**src/rtl/neuron_mac_pkg.sv**
```systemverilog
// Shared definitions for the neuron multiply-accumulate core: default sizes,
// FSM state encoding and the saturation limits of the default accumulator.
package neuron_pkg;

   localparam int NEURON_N = 4;
   localparam int NEURON_W = 8;
   localparam int NEURON_M = 18;

   typedef enum logic [1:0] {
      ST_IDLE = 2'd0,
      ST_MAC  = 2'd1,
      ST_OUT  = 2'd2
   } state_e;

   localparam logic signed [NEURON_M-1:0] SAT_MAX = {1'b0, {(NEURON_M-1){1'b1}}};
   localparam logic signed [NEURON_M-1:0] SAT_MIN = {1'b1, {(NEURON_M-1){1'b0}}};

endpackage

```
**src/rtl/neuron_mac_if.sv**
```systemverilog
// Start/busy/valid handshake and operand bus between the controlling FSM
// (master) and the neuron MAC core (slave).
interface neuron_mac_if
   import neuron_pkg::*;
#(
   parameter int N = NEURON_N,
   parameter int W = NEURON_W,
   parameter int M = NEURON_M
);
   logic                 start;
   logic [N*W-1:0]       x_flat;
   logic [N*W-1:0]       w_flat;
   logic signed [M-1:0]  bias;
   logic                 busy;
   logic                 valid;
   logic signed [M-1:0]  result;

   modport master (
      output start, x_flat, w_flat, bias,
      input  busy, valid, result
   );

   modport slave (
      input  start, x_flat, w_flat, bias,
      output busy, valid, result
   );
endinterface

```
**src/rtl/neuron_mac_sat_add.sv**
```systemverilog
// One MAC step: acc + x*w computed in M+1 bits, then clamped to the signed
// M-bit range so an overflow pins the accumulator at the rail.
module mac_sat_add #(
   parameter int W = 8,
   parameter int M = 18
) (
   input  logic signed [M-1:0] i_acc,
   input  logic signed [W-1:0] i_x,
   input  logic signed [W-1:0] i_w,
   output logic signed [M-1:0] o_sum
);
   localparam logic signed [M:0] MAX_EXT = {2'b00, {(M-1){1'b1}}};
   localparam logic signed [M:0] MIN_EXT = {2'b11, {(M-1){1'b0}}};

   logic signed [2*W-1:0] w_prod;
   logic signed [M:0]     w_prod_ext;
   logic signed [M:0]     w_acc_ext;
   logic signed [M:0]     w_sum;

   assign w_prod     = i_x * i_w;
   assign w_prod_ext = {{(M+1-2*W){w_prod[2*W-1]}}, w_prod};
   assign w_acc_ext  = {i_acc[M-1], i_acc};
   assign w_sum      = w_prod_ext + w_acc_ext;

   // Clamp the widened sum back into the M-bit signed range.
   always_comb begin
      o_sum = w_sum[M-1:0];
      if (w_sum > MAX_EXT) begin
         o_sum = MAX_EXT[M-1:0];
      end else if (w_sum < MIN_EXT) begin
         o_sum = MIN_EXT[M-1:0];
      end else begin
         o_sum = w_sum[M-1:0];
      end
   end
endmodule

```
**src/rtl/neuron_mac.sv**
```systemverilog
// Sequential neuron MAC: bias + sum x[i]*w[i], one product per clock, with
// per-step saturation, optional ReLU and a one-cycle valid pulse.
module neuron_mac
   import neuron_pkg::*;
#(
   parameter int N   = NEURON_N,
   parameter int W   = NEURON_W,
   parameter int M   = NEURON_M,
   parameter int ACT = 1
) (
   input  logic          clk,
   input  logic          rst,
   neuron_mac_if.slave   bus
);
   localparam int             IW       = (N > 1) ? $clog2(N) : 1;
   localparam logic [IW-1:0]  IDX_LAST = IW'(N-1);

   state_e               r_state;
   state_e               w_next_state;
   logic [N*W-1:0]       r_x;
   logic [N*W-1:0]       r_w;
   logic signed [M-1:0]  r_acc;
   logic signed [M-1:0]  r_result;
   logic [IW-1:0]        r_idx;
   logic                 r_valid;
   logic                 w_busy;
   logic signed [W-1:0]  w_xi;
   logic signed [W-1:0]  w_wi;
   logic signed [M-1:0]  w_sum;
   logic signed [M-1:0]  w_act;

   assign w_xi = r_x[int'(r_idx)*W +: W];
   assign w_wi = r_w[int'(r_idx)*W +: W];

   mac_sat_add #(.W(W), .M(M)) u_sat_add (
      .i_acc (r_acc),
      .i_x   (w_xi),
      .i_w   (w_wi),
      .o_sum (w_sum)
   );

   // State register.
   always_ff @(posedge clk) begin
      if (rst) begin
         r_state <= ST_IDLE;
      end else begin
         r_state <= w_next_state;
      end
   end

   // Next-state decode; start is only looked at while idle.
   always_comb begin
      w_next_state = r_state;
      case (r_state)
         ST_IDLE: begin
            if (bus.start) w_next_state = ST_MAC;
            else           w_next_state = ST_IDLE;
         end
         ST_MAC: begin
            if (r_idx == IDX_LAST) w_next_state = ST_OUT;
            else                   w_next_state = ST_MAC;
         end
         ST_OUT:  w_next_state = ST_IDLE;
         default: w_next_state = ST_IDLE;
      endcase
   end

   // Output decode.
   always_comb begin
      w_busy = 1'b0;
      case (r_state)
         ST_MAC:  w_busy = 1'b1;
         ST_OUT:  w_busy = 1'b1;
         default: w_busy = 1'b0;
      endcase
   end

   // Activation applied to the final accumulator.
   always_comb begin
      w_act = r_acc;
      if ((ACT == 1) && r_acc[M-1]) begin
         w_act = {M{1'b0}};
      end else begin
         w_act = r_acc;
      end
   end

   // Operand capture, accumulation, index counter and result/valid registers.
   always_ff @(posedge clk) begin
      if (rst) begin
         r_x      <= {(N*W){1'b0}};
         r_w      <= {(N*W){1'b0}};
         r_acc    <= {M{1'b0}};
         r_idx    <= {IW{1'b0}};
         r_result <= {M{1'b0}};
         r_valid  <= 1'b0;
      end else begin
         r_valid <= 1'b0;
         case (r_state)
            ST_IDLE: begin
               if (bus.start) begin
                  r_x   <= bus.x_flat;
                  r_w   <= bus.w_flat;
                  r_acc <= bus.bias;
                  r_idx <= {IW{1'b0}};
               end
            end
            ST_MAC: begin
               r_acc <= w_sum;
               r_idx <= r_idx + IW'(1);
            end
            ST_OUT: begin
               r_result <= w_act;
               r_valid  <= 1'b1;
            end
            default: r_valid <= 1'b0;
         endcase
      end
   end

   assign bus.busy   = w_busy;
   assign bus.valid  = r_valid;
   assign bus.result = r_result;
endmodule

```
**src/flat_wrapper.sv**
```systemverilog
// flat-port wrapper written by rule: the top's interface ports become plain ports
module neuron_mac_flat import neuron_pkg::*;
#(
   parameter int N   = NEURON_N,
   parameter int W   = NEURON_W,
   parameter int M   = NEURON_M,
   parameter int ACT = 1
)
  (clk, rst, bus_start, bus_x_flat, bus_w_flat, bus_bias, bus_busy, bus_valid, bus_result);
  neuron_mac_if #(.N(N), .W(W), .M(M)) bus_i ();
  input  logic clk;
  input  logic rst;
  input wire logic [$bits(bus_i.start)-1:0] bus_start;
  input wire logic [$bits(bus_i.x_flat)-1:0] bus_x_flat;
  input wire logic [$bits(bus_i.w_flat)-1:0] bus_w_flat;
  input wire logic [$bits(bus_i.bias)-1:0] bus_bias;
  output wire logic [$bits(bus_i.busy)-1:0] bus_busy;
  output wire logic [$bits(bus_i.valid)-1:0] bus_valid;
  output wire logic [$bits(bus_i.result)-1:0] bus_result;
  assign bus_i.start = bus_start;
  assign bus_i.x_flat = bus_x_flat;
  assign bus_i.w_flat = bus_w_flat;
  assign bus_i.bias = bus_bias;
  assign bus_busy = bus_i.busy;
  assign bus_valid = bus_i.valid;
  assign bus_result = bus_i.result;
  neuron_mac #(.N(N), .W(W), .M(M), .ACT(ACT)) u_core (.clk(clk), .rst(rst), .bus(bus_i));
endmodule
```
**config.mk**
```make
export PLATFORM = sky130hd
export DESIGN_NAME = neuron_mac_flat
export DESIGN_NICKNAME = d
export VERILOG_FILES = /design/src/rtl/neuron_mac_pkg.sv /design/src/rtl/neuron_mac_if.sv /design/src/rtl/neuron_mac_sat_add.sv /design/src/rtl/neuron_mac.sv /design/src/flat_wrapper.sv
export SDC_FILE = /design/constraint.sdc
export NUM_CORES = 1
export LEC_CHECK = 0
export BUFFER_PORTS_ARGS = -buffer_cell sky130_fd_sc_hd__buf_2
export CAP_MARGIN = 20
export CORE_MARGIN = 2
export CORE_UTILIZATION = 53
export DETAILED_ROUTE_END_ITERATION = 8
export GPL_ROUTABILITY_DRIVEN = 0
export PLACE_DENSITY_LB_ADDON = 0.08
export SLEW_MARGIN = 20
export SYNTH_ARGS = -nofsm -noshare
export SYNTH_HDL_FRONTEND = slang
export SYNTH_SLANG_ARGS = --single-unit
```
**constraint.sdc**
```tcl
create_clock -name clk -period 6.3 [get_ports clk]
set_input_delay 0.945 -clock clk [delete_from_list [all_inputs] [get_ports clk]]
set_output_delay 0.945 -clock clk [all_outputs]
set_load 0.01 [all_outputs]
```
* Word-level counts from Yosys, hierarchy flattened
Index checks and enable logic that the tools add are counted.
** Word-level totals
- Register bits :: 105
- Output and inout bits :: 20
- Input bits :: 85
** Operators by class
- Magnitude comparators :: 2
- Eq/ne operators :: 4
- $add $sub $neg :: 2
- Shift-type cells :: 2
- Reductions and logical operators :: 5
- $mul :: 1
- Multiplexer cells :: 12
** Operators with widths (number)
- variable part select 32 x 6 -> 8 bit :: 2
- two-way mux 18 bit :: 3
- one-hot mux 18 bit (2 select lines) :: 1
- adder 16 x 18 -> 19 bit :: 1
- > comparator 19 x 18 -> 1 bit (second input constant) :: 1
- < comparator 19 x 18 -> 1 bit (second input constant) :: 1
- two-way mux 17 bit :: 1
- multiplier 8 x 8 -> 16 bit :: 1
- one-hot mux 2 bit (2 select lines) :: 2
- == test 2 bit (second input constant) :: 2
- two-way mux 2 bit :: 2
- AND reduction 2 bit :: 2
- two-way mux 1 bit :: 3
- adder 2 x 1 -> 2 bit (second input constant) :: 1
- == test 2 x 1 -> 1 bit (second input constant) :: 1
- zero test 2 bit :: 1
- inequality test 2 bit (second input constant) :: 1
- nonzero test 2 bit :: 1
- OR reduction 2 bit :: 1

* Depth between registers and ports, before layout
- Depth after elaboration :: 7
- Mapped depth :: 23

* Hierarchy
Synthesis repeated with hierarchy kept, for this count alone.
** Second synthesis, totals
- Cells, all modules :: 852
- Area, all modules :: 8000.2 µm²
** Modules (own cells, without submodules)
- neuron_mac :: area an instance 4297.9 µm², instances 1, cells an instance 480
- mac_sat_add :: area an instance 3702.3 µm², instances 1, cells an instance 372

* Worst setup path after synthesis
No wires, ideal clock.
- Path kind :: flip-flop to flip-flop
- Start point :: register u_core.r_idx[0]
- End point :: register u_core.r_acc[0]
- Path slack :: 0.095 ns
- Period minus slack after synthesis :: 6.205 ns
- Data arrival time :: 6.055 ns
- Buffers on the path :: 2
- Cell stages (with the launch flop) :: 20
- Required time :: 6.149 ns
- Setup time :: 0.151 ns
- Cells stage by stage :: dfxtp_1 buf_2 buf_2 mux2_2 o21ai_1 or2_2 fa_1 fa_1 inv_1 fa_1 fa_1 fa_1 ha_1 o21ai_0 o211ai_2 a21boi_2 a21oi_4 xnor2_4 nor3_4 a2111oi_2
** Between the ends
- Longest elaborated chain between the ends :: 7
- Elaborated cells between the ends (all ways) :: 9
** RTL lines
- start: declaration :: RTL line neuron_mac.sv:24 : logic [IW-1:0] r_idx;
- start signal: assignment :: RTL line neuron_mac.sv:94 : r_idx <= {IW{1'b0}};
- start signal: assignment :: RTL line neuron_mac.sv:105 : r_idx <= {IW{1'b0}};
- start signal: assignment :: RTL line neuron_mac.sv:110 : r_idx <= r_idx + IW'(1);
- variable part select 32 x 6 -> 8 bit (on tied branches) :: RTL line neuron_mac.sv:32, neuron_mac.sv:33
- multiplier 8 x 8 -> 16 bit * :: RTL line neuron_mac_sat_add.sv:20 : assign w_prod = i_x * i_w;
- adder 16 x 18 -> 19 bit * :: RTL line neuron_mac_sat_add.sv:23 : assign w_sum = w_prod_ext + w_acc_ext;
- < comparator 19 x 18 -> 1 bit :: RTL line neuron_mac_sat_add.sv:30 : end else if (w_sum < MIN_EXT) begin
- two-way mux 18 bit :: RTL line neuron_mac_sat_add.sv:30
- two-way mux 18 bit * :: RTL line neuron_mac_sat_add.sv:28 : if (w_sum > MAX_EXT) begin
- one-hot mux 18 bit (2 select lines) * :: RTL line neuron_mac.sv:99 : case (r_state)
- end signal: assignment :: RTL line neuron_mac.sv:93 : r_acc <= {M{1'b0}};
- end signal: assignment :: RTL line neuron_mac.sv:104 : r_acc <= bus.bias;
- end signal: assignment :: RTL line neuron_mac.sv:109 : r_acc <= w_sum;
- end: declaration :: RTL line neuron_mac.sv:22 : logic signed [M-1:0] r_acc;
Mark *: on every way between the ends. The rest lies on a longest branch, timed or not.
A chain may end at the register's enable or synchronous reset.

* Worst setup path in the final report
- Start point :: register u_core.r_idx[0]
- End point :: register u_core.r_acc[14]
The elaborated chain is that of the path after synthesis.

==> run_results.csv <==
group,metric,value,unit
run_status,status,"finished, final reports clean",
clocking,htreeDepth,3,
clocking,clkSlewWorstSetupHoldPaths,0.07,ns
finish,seqCellArea,0.002086,sq mm
placed_design,dp_hpwl,14280,microns
logic_synthesis,syn-cell-area,0.007772,sq mm
floorplan,ios,105,
detailed_routing,drt-initial-drc-count,341,
job,cap_viol_max_count,0,
placed_design,dpl_cell_area,0.008501,sq mm
timing,fin_crit_sh,0.9503,
timing,drv_slew,0,
global_routing,grt.total_usage,0.2382,
global_routing,grt_pass1_vias,6128,
placed_design,dp_slack,0.03480,ns
critical_path,cp_slowest_cell,"mux4_2",
timing,tns,0,ns
power,power_frac_clock,0.294,
clocking,cts_buffer_depth,2,
logic_synthesis,synth_cells,857,
critical_path,crit_buf_inv,3,
detailed_routing,drtAntennaViolNets,0,
finish,n_antenna_cell,0,
finish,fin_area,0.008832,sq mm
critical_path,crit_path_cell_trace,"buf_4, mux4_2, nand2_1, fa_1, fa_1, inv_1, fa_1, fa_1, fa_1, ha_1, o21ai_1, o211ai_1, a21oi_2, o21ai_4, xor2_4, nor3_4, buf_12, a2111oi_2",
placed_design,place_inst,1120,
critical_path,end_kind,"register",
timing,hold_violations,0,
power,combPwrFrac,0.312,
critical_path,cp_top_family,"adder cells",
finish,instances_no_fill,1138,
timing,period_minus_slack,5.987,ns
logic_synthesis,ys.flop_type,"dfxtp_1",
detailed_routing,num_vias,6017,
timing,timing.final.ws_setup,0.3134,ns
finish,final_common_cell,"nand2_1",
finish,multi_input_area,0.005201,sq mm
critical_path,regToRegStartpoint,"u_core.r_idx[0]",
logic_synthesis,async_reset_ff_frac,0,
power,irDropWorstVdd,162.5,uV
global_routing,grt_overflow_total,0,
clocking,clkLatencyLatePin,0.36,ns
logic_synthesis,synth-edff-count,0,
clocking,cts_hold_buf,0,
power,p_int,1.219,mW
worst_hold_path,holdCritStartpoint,"u_core.r_x[27]",
detailed_routing,drt-pass1-iter-count,5,
floorplan,start_util,0.5389,
detailed_routing,vias_per_cell,5.287,
finish,drive_gt1_frac,0.1981,
power,power.density,212.2,mW/mm^2
logic_synthesis,ys_warn_count,0,
logic_synthesis,syn_avg_cell_area,9.069,sq um
detailed_routing,wl_per_cell,15.67,microns
clocking,tritoncts,"done",
logic_synthesis,ys_types,48,
critical_path,criticalPathCategory,"register to register",
timing,holdWs,0.4571,ns
critical_path,startpoint,"u_core.r_idx[0]",
detailed_routing,drt_wl_total,17840,microns
finish,layout_common_cells,"164 x nand2_1, 103 x dfxtp_1, 102 x buf_2, 101 x a21oi_1, 91 x inv_1",
critical_path,max_stage_delay,0.62,ns
floorplan,die_h,125.1,microns
floorplan,die_width,125.1,microns
finish,syn_to_final_growth,13.63,%
clocking,cts_sinks,104,
power,swShare,0.3498,
timing,slew_headroom,0.4104,
global_routing,grt_max_degree,87,
logic_synthesis,synth-seq-area-share,0.2679,
floorplan,placementRows,44,
critical_path,cp.arrival,6.25,ns
worst_hold_path,min_path_type,"register to register",
detailed_routing,drc,0,
logic_synthesis,synth-seq-cells,104,
clocking,numCtsBuffers,9,
global_routing,grt_pass1_wl,29990,microns
timing,grt_setup_unrepaired,"false",
critical_path,critPathLaunchType,"register",
critical_path,path_max_fanout,10,
finish,fill_cells,1351,
timing,final.setup_skew,0.01015,ns
clocking,cts_root_buf,"clkbuf_16",
critical_path,cp_data_required_time,6.56,ns
power,switchingPower,655.7,uW
floorplan,core,0.01442,sq mm
timing,setup_viol,0,
finish,fin_nets,1166,
power,seqPwrFrac,0.394,
global_routing,antenna_found_initial,0,
timing,clock.fmax,0.1670,GHz
power,leakage,4.200,nW
placed_design,port_buffers,103,
timing,worst_pin_slew,0.8845,ns
critical_path,crit_path_frequent_cell,"fa_1",
logic_synthesis,synth_fp_nets,1074,
floorplan,dieArea,0.01565,sq mm
-- what timing repair did --
item                                    4_1_cts  5_1_grt
buffers inserted                              0        2
endpoints found under the setup margin        7       18
pin swaps                                     1        2
gates resized for setup                       0        6
-- per-layer routing --
| layer | vias up | track usage | routed length [microns] |
|---|---|---|---|
| met5 | - | 0 | 0 |
| met4 | 0 | 0.04706 | 157 |
| met3 | 10 | 0.04322 | 689 |
| met2 | 118 | 0.3929 | 8692 |
| met1 | 2928 | 0.3337 | 8295 |
| li1 | 2961 | - | - |
-- cells by family (layout without fill, tap and decap cells) --
kind of cell,count (synthesis),count (layout),synth area share
and+or+nand+nor,294,294,0.1703
AOI/OAI and AO/OA,159,159,0.1309
adders and majority gates,132,132,0.2936
buffers and inverters,132,229,0.06455
DFF,104,104,0.2679
xor gates and xnor gates,18,18,0.02608
muxes,17,17,0.04620
other,1,1,0.0004825
-- cells in the mapped netlist (5+ instances only) --
cell / n / area, sq um
nor2b_1: 20 / 125.1
o221ai_1: 5 / 43.79
and2_1: 33 / 206.5
inv_1: 91 / 341.6
xnor2_1: 9 / 78.83
buf_1: 8 / 30.03
xor2_1: 6 / 52.55
clkbuf_1: 29 / 108.9
mux4_2: 15 / 337.8
ha_1: 48 / 600.6
nor2_1: 45 / 168.9
o21ai_0: 17 / 85.08
fa_1: 84 / 1682
and3_1: 8 / 50.05
or3_1: 11 / 68.82
a2111oi_2: 11 / 165.2
nand2_1: 165 / 619.3
a21oi_1: 101 / 505.5
dfxtp_1: 104 / 2082
-- sequential cells by signal, summed over array words and instances (netlist names) --
signal / flops
u_core.r_x: 32
u_core.r_acc: 18
u_core.bus.result: 17
u_core.r_idx: 2
u_core.bus.valid: 1
u_core.r_w: 32
u_core.r_state: 2
-- metrics by stage --
| step | utilization | total power, mW |
|---|---|---|
| 2_1_floorplan | - | 1.169 |
| 3_3_place_gp | 0.5893 | 1.320 |
| 3_5_place_dp | 0.5893 | 1.333 |
| 4_1_cts | 0.6096 | 1.886 |
| 5_1_grt | 0.6123 | 2.000 |
| 6_report | 0.6123 | 1.875 |
-- worst reg2reg max path, stage by stage, from the launching register on --
cell and delay (ns):
dfxtp_4 0.41, buf_4 0.20, mux4_2 0.62, nand2_1 0.15, fa_1 0.45, fa_1 0.56
inv_1 0.06, fa_1 0.52, fa_1 0.59, fa_1 0.43, ha_1 0.35, o21ai_1 0.11
o211ai_1 0.27, a21oi_2 0.13, o21ai_4 0.22, xor2_4 0.28, nor3_4 0.07, buf_12 0.17
a2111oi_2 0.31
-- power by group through the flow --
stage          Sequential [mW]  Combinational (mW)  Clock, mW
4_1_cts                  0.739               0.587      0.561
3_3_place_gp             0.754               0.566          0
5_1_grt                  0.744               0.666      0.590
3_5_place_dp             0.754               0.578          0
2_1_floorplan            0.734               0.435          0
6_report                 0.739               0.585      0.551
-- path summary, 6_finish.rpt --
kind                            cells after the start                to  slack [ns]
worst min register to register                      2    u_core.r_x[27]        0.46
worst max register to register                     18  u_core.r_acc[14]        0.31
worst min-delay path                                2    u_core.r_x[27]        0.46
worst max-delay path                               18  u_core.r_acc[14]        0.31
-- cell type report --
cell class	instances	area share
inverters	92	0.03910
multi-input cells	621	0.5889
flip-flops and latches	104	0.2362
clock inverters	7	0.007508
repair buffers	121	0.07678
clock buffers	9	0.02550
well taps	184	0.02607
Note: power is estimated with default switching activity, not from simulation.
